File: src/rtl/trigger_detector_pkg.sv
// Shared oscilloscope types: trigger FSM state and default sample width.
// Also provides the holdoff counter width helper.
package trigger_detector_pkg;

    localparam int DATA_BITS_DEFAULT = 12;

    typedef enum logic [1:0] {
        ARMING  = 2'd0,
        ARMED   = 2'd1,
        HOLDOFF = 2'd2
    } trig_state_t;

    function automatic int cnt_bits(input int n);
        return (n < 1) ? 1 : $clog2(n + 1);
    endfunction

endpackage

File: src/rtl/trigger_detector_if.sv
// ADC-side sample stream in, measurement-side sample stream out.
interface trigger_detector_if
    import trigger_detector_pkg::*;
#(
    parameter int DATA_BITS = DATA_BITS_DEFAULT
) ();

    logic                        adcReady;
    logic signed [DATA_BITS-1:0] adcData;
    logic signed [DATA_BITS-1:0] triggerLevel;
    logic                        risingEdge;
    logic                        dataReady;
    logic signed [DATA_BITS-1:0] dataOut;
    logic                        isTrigger;

    modport master (
        output adcReady, adcData, triggerLevel, risingEdge,
        input  dataReady, dataOut, isTrigger
    );

    modport slave (
        input  adcReady, adcData, triggerLevel, risingEdge,
        output dataReady, dataOut, isTrigger
    );

endinterface

File: src/rtl/trigger_detector.sv
// Registers ADC samples and flags the sample that crosses the trigger
// level on the selected slope, with hysteresis arming and holdoff.
module trigger_detector
    import trigger_detector_pkg::*;
#(
    parameter int DATA_BITS       = DATA_BITS_DEFAULT,
    parameter int HYSTERESIS      = 16,
    parameter int HOLDOFF_SAMPLES = 64
) (
    input logic         clock,
    input logic         reset,
    trigger_detector_if.slave bus
);

    localparam int W  = DATA_BITS + 1;
    localparam int CW = cnt_bits(HOLDOFF_SAMPLES);
    localparam logic [CW-1:0]       HOLD_INIT = CW'(HOLDOFF_SAMPLES);
    localparam logic signed [W-1:0] HYST      = W'(HYSTERESIS);

    // One extra bit keeps level +/- HYST from wrapping at the rails.
    logic signed [W-1:0] sample;
    logic signed [W-1:0] level;
    logic signed [W-1:0] armLow;
    logic signed [W-1:0] armHigh;

    assign sample  = {bus.adcData[DATA_BITS-1], bus.adcData};
    assign level   = {bus.triggerLevel[DATA_BITS-1], bus.triggerLevel};
    assign armLow  = level - HYST;
    assign armHigh = level + HYST;

    trig_state_t   state;
    trig_state_t   stateNext;
    logic [CW-1:0] count;
    logic [CW-1:0] countNext;
    logic          slope;
    logic          slopeChange;
    logic          armHit;
    logic          crossHit;
    logic          fire;

    logic                        readyQ;
    logic signed [DATA_BITS-1:0] dataQ;
    logic                        trigQ;

    assign slopeChange = bus.adcReady && (bus.risingEdge != slope);
    assign armHit   = slope ? (sample < armLow) : (sample > armHigh);
    assign crossHit = slope ? (sample >= level) : (sample <= level);

    always_ff @(posedge clock) begin
        if (reset) begin
            state <= ARMING;
            count <= '0;
            slope <= bus.risingEdge;
        end else begin
            state <= stateNext;
            count <= countNext;
            if (bus.adcReady) begin
                slope <= bus.risingEdge;
            end
        end
    end

    always_comb begin
        stateNext = state;
        countNext = count;
        if (bus.adcReady) begin
            if (slopeChange) begin
                stateNext = ARMING;
                countNext = '0;
            end else begin
                unique case (state)
                    ARMING: begin
                        if (armHit) begin
                            stateNext = ARMED;
                        end
                    end
                    ARMED: begin
                        if (crossHit) begin
                            if (HOLDOFF_SAMPLES == 0) begin
                                stateNext = ARMING;
                            end else begin
                                stateNext = HOLDOFF;
                                countNext = HOLD_INIT;
                            end
                        end
                    end
                    HOLDOFF: begin
                        countNext = (count == '0) ? '0 : count - CW'(1);
                        if (count <= CW'(1)) begin
                            stateNext = ARMING;
                        end
                    end
                    default: begin
                        stateNext = ARMING;
                        countNext = '0;
                    end
                endcase
            end
        end
    end

    always_comb begin
        fire = bus.adcReady && !slopeChange
            && (state == ARMED) && crossHit;
    end

    always_ff @(posedge clock) begin
        if (reset) begin
            readyQ <= 1'b0;
            dataQ  <= '0;
            trigQ  <= 1'b0;
        end else begin
            readyQ <= bus.adcReady;
            trigQ  <= fire;
            if (bus.adcReady) begin
                dataQ <= bus.adcData;
            end
        end
    end

    assign bus.dataReady = readyQ;
    assign bus.dataOut   = dataQ;
    assign bus.isTrigger = trigQ;

endmodule

File: src/flat_wrapper.sv
// flat-port wrapper written by rule: the top's interface ports become plain ports
module trigger_detector_flat import trigger_detector_pkg::*;
#(
    parameter int DATA_BITS       = DATA_BITS_DEFAULT,
    parameter int HYSTERESIS      = 16,
    parameter int HOLDOFF_SAMPLES = 64
)
  (clock, reset, bus_adcReady, bus_adcData, bus_triggerLevel, bus_risingEdge, bus_dataReady, bus_dataOut, bus_isTrigger);
  trigger_detector_if #(.DATA_BITS(DATA_BITS)) bus_i ();
  input logic clock;
  input logic reset;
  input wire logic [$bits(bus_i.adcReady)-1:0] bus_adcReady;
  input wire logic [$bits(bus_i.adcData)-1:0] bus_adcData;
  input wire logic [$bits(bus_i.triggerLevel)-1:0] bus_triggerLevel;
  input wire logic [$bits(bus_i.risingEdge)-1:0] bus_risingEdge;
  output wire logic [$bits(bus_i.dataReady)-1:0] bus_dataReady;
  output wire logic [$bits(bus_i.dataOut)-1:0] bus_dataOut;
  output wire logic [$bits(bus_i.isTrigger)-1:0] bus_isTrigger;
  assign bus_i.adcReady = bus_adcReady;
  assign bus_i.adcData = bus_adcData;
  assign bus_i.triggerLevel = bus_triggerLevel;
  assign bus_i.risingEdge = bus_risingEdge;
  assign bus_dataReady = bus_i.dataReady;
  assign bus_dataOut = bus_i.dataOut;
  assign bus_isTrigger = bus_i.isTrigger;
  trigger_detector #(.DATA_BITS(DATA_BITS), .HYSTERESIS(HYSTERESIS), .HOLDOFF_SAMPLES(HOLDOFF_SAMPLES)) u_core (.clock(clock), .reset(reset), .bus(bus_i));
endmodule
File: config.mk
export PLATFORM = sky130hd
export DESIGN_NAME = trigger_detector_flat
export DESIGN_NICKNAME = d
export VERILOG_FILES = /design/src/rtl/trigger_detector_pkg.sv /design/src/rtl/trigger_detector_if.sv /design/src/rtl/trigger_detector.sv /design/src/flat_wrapper.sv
export SDC_FILE = /design/constraint.sdc
export NUM_CORES = 1
export LEC_CHECK = 0
export BUFFER_PORTS_ARGS = -buffer_cell sky130_fd_sc_hd__buf_2
export CAP_MARGIN = 20
export CORE_AREA = 3 3 67 69
export DETAILED_ROUTE_END_ITERATION = 12
export DIE_AREA = 0 0 70 72
export PLACE_DENSITY = 0.88
export SYNTH_ARGS = -nofsm -noshare
export SYNTH_HDL_FRONTEND = slang
export SYNTH_SLANG_ARGS = --single-unit
File: constraint.sdc
create_clock -name clock -period 7.35 [get_ports clock]
set_input_delay 1.8375 -clock clock [delete_from_list [all_inputs] [get_ports clock]]
set_output_delay 1.8375 -clock clock [all_outputs]
set_load 0.01 [all_outputs]
# After elaboration in Yosys (flattened, before gate mapping)

Index checks and enable logic that the tools add are counted.

Register bits: 24
Bits in latches: 0
Bits in writable memories: 0
ROM bits: 0
Output and inout port bits: 14
Memories: 0

Add/subtract/negate cells: 3
$mul: 0
Divide/modulo/power cells: 0
Magnitude comparators: 5
Eq/ne operators: 7
Shift-type cells: 0
Muxes and demuxes: 13
Bitwise operators: 0
Reduce and logical (&&, ||, !) cells: 10

Operators by type and width:

| operator              | number |
|---|---|
| $mux 7                | 3 |
| $pmux 7 s3            | 1 |
| $add 12x6->13 const B | 1 |
| $gt 12x13->1          | 1 |
| $lt 12x13->1          | 1 |
| $sub 12x6->13 const B | 1 |
| $ge 12x12->1          | 1 |
| $le 12x12->1          | 1 |
| $ne 3x1->1 const B    | 3 |
| $mux 2                | 4 |
| $le 7x1->1 const B    | 1 |
| $logic_not 7->1       | 1 |
| $sub 7x1->7 const B   | 1 |
| $pmux 2 s3            | 1 |
| $logic_and 1x1->1     | 4 |
| $mux 1                | 4 |
| $reduce_and 4->1      | 1 |
| $reduce_and 3->1      | 1 |
| $eq 2x1->1 const B    | 1 |
| $eq 2x2->1 const B    | 1 |
| $logic_not 2->1       | 1 |
| $ne 2x1->1 const B    | 1 |
| $reduce_bool 2->1     | 1 |
| $logic_not 1->1       | 1 |
| $ne 1x1->1            | 1 |

# Logic depth before layout (Yosys ltp)

Depth after elaboration: 6
Depth in mapped cells: 13
Gate-level depth less buffers: 13

# Worst setup path before layout

Ideal clock, no wire load.

Path type: input -> register
Start: input bus_triggerLevel[6]
End: register u_core.state[1]
Setup time: 0.070 ns
Arrival: 4.185 ns
Data required time: 7.280 ns
Setup slack: 3.095 ns
Stages on the path: 13
Path buffers: 1
Path through: clkbuf_1 inv_1 nor4_1 nand4_1 xnor2_1 ha_1 nand4_1 nor2_1 a21o_1 a21oi_1 o211a_1 or4_1 a21oi_1

Longest elaborated chain between the ends: 5
Elaborated cells between the ends (all ways): 11
Those cells by class: add/sub (2); order compare (4); eq/ne (2); mux (2); reduce/logical (1)

RTL lines:

| element                                        | RTL line                                       | RTL |
|---|---|---|
| start, declared                                | flat_wrapper.sv:14                             | `input wire logic [$bits(bus_i.triggerLevel)-1:0] bus_triggerLevel;` |
| $add 12x6->13 or $sub 12x6->13 (tied branches) | trigger_detector.sv:29, trigger_detector.sv:28 |  |
| $gt 12x13->1 or $lt 12x13->1 (tied branches)   | trigger_detector.sv:46                         | `assign armHit = slope ? (sample < armLow) : (sample > armHigh);` |
| $mux 1                                         | trigger_detector.sv:46                         |  |
| $ne 3x1->1 (no source line)                    | -                                              |  |
| $reduce_and 4->1 (no source line) *            | -                                              |  |
| end signal, assigned                           | trigger_detector.sv:55                         | `state <= stateNext;` |
| end, declared                                  | trigger_detector.sv:31                         | `trig_state_t state;` |

Mark *: on every way between the ends. The rest lies on a longest branch, timed or not.
A chain may end at the register's enable or synchronous reset.

# Final worst setup path

Start: input bus_triggerLevel[4]
End: register u_core.state[1]

Same word-level chain as after synthesis.

==> results.cfg <==
[route]
wl_final_um = 5250
dr_total_vias = 2078
wire_per_inst_um = 15.0
post-route-drc-count = 0
route.detailed.vias_per_inst = 5.92
antenna_left = 0
dr.first_iter.drc_count = 136
routed_wire_length_on_met3_um = 252
dr_wl_met2_um = 2410
drt_first_pass_iters = 4
drt-met1-wl_um = 2520
top_layer = met4

[synthesis]
synth-seq-cells = 24
synthMostInstantiatedCell = sky130_fd_sc_hd__ha_1
cell_type_with_the_highest_aggregate_area_in_the_netlist = sky130_fd_sc_hd__ha_1
post_synth_num_cell_types = 50
synth_largest_type_area_fraction_pct = 21.6
post_synth_inst_count = 262
synth_common_cells = sky130_fd_sc_hd__ha_1 (37), sky130_fd_sc_hd__dfxtp_1 (23), sky130_fd_sc_hd__inv_1 (23), sky130_fd_sc_hd__nor2_1 (23), sky130_fd_sc_hd__nand2_1 (18)
warnings_synthesis = 0
combined_area_of_all_synthesized_cells_um2 = 2140
synth-main-ff-cell = sky130_fd_sc_hd__dfxtp_1
synth.avg_cell_area_um2 = 8.19
syn_nets = 327
synth_enable_flop_cells = 1
synth_async_sr_flop_share_pct = 0
yosysSeqAreaShare_pct = 22.9
synth_top_cells_by_area = sky130_fd_sc_hd__ha_1 (22%), sky130_fd_sc_hd__dfxtp_1 (21%), sky130_fd_sc_hd__mux2i_1 (5.6%)

[sta]
maximum_achievable_frequency_mhz = 241
timing.final.hold_violations = 0
rsz0062_at_grt = false
finalCriticalPeriod_ps = 4150
tightest_slew_ps = 830
setup_viols_final = 0
timing.final.crit_share_pct = 56.4
finClkSkew_ps = 0.818
max_slew_headroom_at_the_worst_pin_pct = 43.9
maxSlewViolCount = 0
fin_setup_tns_ps = 0

[worst_setup_path]
worstReg2RegStart = u_core.count[1]
crit_path_max_fanout = 6
worstSetupStartpointType = input port
setup.reg_to_reg.worst_slack_ps = 5030
r2r_end = u_core.count[3]
cp.required_ps = 7560
cp-end-kind = register
rr_worst_depth = 8
worst-setup-path-type = input port to register
worst_setup_path_startpoint = bus_triggerLevel[4]
critPathArrivalTime_ps = 4350

[cells_and_area]
fill_cells = 326
n_antenna_cell = 0
finish.net_count = 367
area_overhead_of_the_layout_relative_to_synthesis_pct = 14.5
finish.cell_count_without_fillers = 351
layout-drive-gt1-share_pct = 16.9

[worst_hold_path]
holdCritPathClass = register to register
hold_path_depth = 2
hold_path_startpoint = u_core.bus.dataOut[8]
hold_path_end = u_core.bus.dataOut[8]

[die]
rows = 23
start_util_pct = 54.0
die_width_um = 70
die_height_um = 72
fp.dieArea_um2 = 5040
core_area_um2 = 3970
io_pins = 42

[clock_network]
cts-resized-gates = 0
numCtsBuffers = 3
ctsHoldBuffers = 0
ctsHtreeMaxLevel = 1
postCtsSetupBuffers = 0
tritoncts = yes
clk_pin_slew_worst_paths_ps = 90
numClockSinks = 24
clkLatencyLatePin_ps = 270
cts.path.max_buffers = 2
cts_root_buffer = sky130_fd_sc_hd__clkbuf_8

[global_route]
grt_max_degree = 27
grt_first_pass_wirelength_um = 8870
grt_antenna_before_repair = 0
grt.overflow.total = 0
grtUsageTotal_pct = 21.2
first_global_vias = 1967

[power_and_ir_drop]
worst_ir_drop_vdd_uv = 125
p_leak_nw = 1.17
pwr_density_cell_nw_per_um2 = 149

[placed_design]
place_congestion = 1.01
dp_cells = 347
place_hpwl_um = 4190
io_buffers = 41

[run]
cap_viol_max_count = 0

[run_status]
run_status = complete, no violations
## placed cells by master (no fill, tap or decap), types with 3 or more instances in the layout
cell                       count
sky130_fd_sc_hd__or3_1         3
sky130_fd_sc_hd__nand3_1       8
sky130_fd_sc_hd__nor2b_1       4
sky130_fd_sc_hd__buf_2        41
sky130_fd_sc_hd__o21ai_0      11
sky130_fd_sc_hd__dfxtp_1      23
sky130_fd_sc_hd__inv_1        23
sky130_fd_sc_hd__xnor2_1      12
sky130_fd_sc_hd__nand4_1       7
sky130_fd_sc_hd__nor2_1       23
sky130_fd_sc_hd__clkbuf_8      3
sky130_fd_sc_hd__nand2_1      18
sky130_fd_sc_hd__mux2i_1      12
sky130_fd_sc_hd__nand2b_1      4
sky130_fd_sc_hd__nor3_1        8
sky130_fd_sc_hd__ha_1         37
sky130_fd_sc_hd__or2_2         3
sky130_fd_sc_hd__a21o_1        5
sky130_fd_sc_hd__a21oi_1      14
## worst max-delay path, stage by stage
cell and delay, ps:
sky130_fd_sc_hd__buf_2 160, sky130_fd_sc_hd__inv_1 110, sky130_fd_sc_hd__nor4_1 360, sky130_fd_sc_hd__nand4_1 160, sky130_fd_sc_hd__xnor2_1 150, sky130_fd_sc_hd__ha_1 320, sky130_fd_sc_hd__nand4_1 90, sky130_fd_sc_hd__nor2_1 130
sky130_fd_sc_hd__a21o_1 130, sky130_fd_sc_hd__a21oi_1 60, sky130_fd_sc_hd__o211a_1 250, sky130_fd_sc_hd__or4_1 460, sky130_fd_sc_hd__a21oi_1 140
## layer usage
metal  up-vias  GRT usage, %
li1       1030             -
met1       972          29.7
met2        65          34.3
met3        11          3.19
met4         0          5.11
met5         -             0
## worst max-delay path by stage
stage,end,slack [ps],depth (start not counted)
floorplan,u_core.state[1],3090,13
global placement,u_core.state[1],3040,13
detailed placement,u_core.state[1],2940,13
CTS,u_core.state[1],3220,13
global route,u_core.state[1],2930,13
finish,u_core.state[1],3200,13
## per-stage QoR
step	hold slack, ps	instance area (µm²)	power, mW	util (%)	setup WS, ps
floorplan	459	2140	0.222	-	3090
global placement	470	2390	0.254	60.2	3040
detailed placement	482	2390	0.257	60.2	2940
CTS	505	2460	0.365	61.8	3220
global route	535	2460	0.387	61.8	2930
finish	499	2460	0.365	61.8	3200
## power breakdown
part | internal (mW) | switching [mW]
logic | 0.0498 | 0.0670
registers | 0.137 | 0.00428
clock network | 0.0593 | 0.0477
## kinds of logic after synthesis
family / share of synthesized area (%)
and+or+nand+nor: 22.8
AOI/OAI and AO/OA: 16.8
adders and majority gates: 21.6
buffers and inverters: 5.08
DFF: 22.9
xor gates and xnor gates: 5.31
muxes: 5.60
## registers in the layout (all words and copies together) (netlist names)
signal and count:
u_core.count 7, u_core.bus.isTrigger 1, u_core.bus.dataReady 1, u_core.slope 1, u_core.state 2, u_core.bus.dataOut 12
## cell type report
type	count	area [µm²]	share of cell area, %
flip-flops and latches	24	490	20.0
inverters	23	86.3	3.52
repair buffers	41	205	8.35
clock buffers	4	66.3	2.70
multi-input cells	209	1550	62.9
well taps	50	62.6	2.55
No activity file was read; power rests on OpenSTA's default activity.
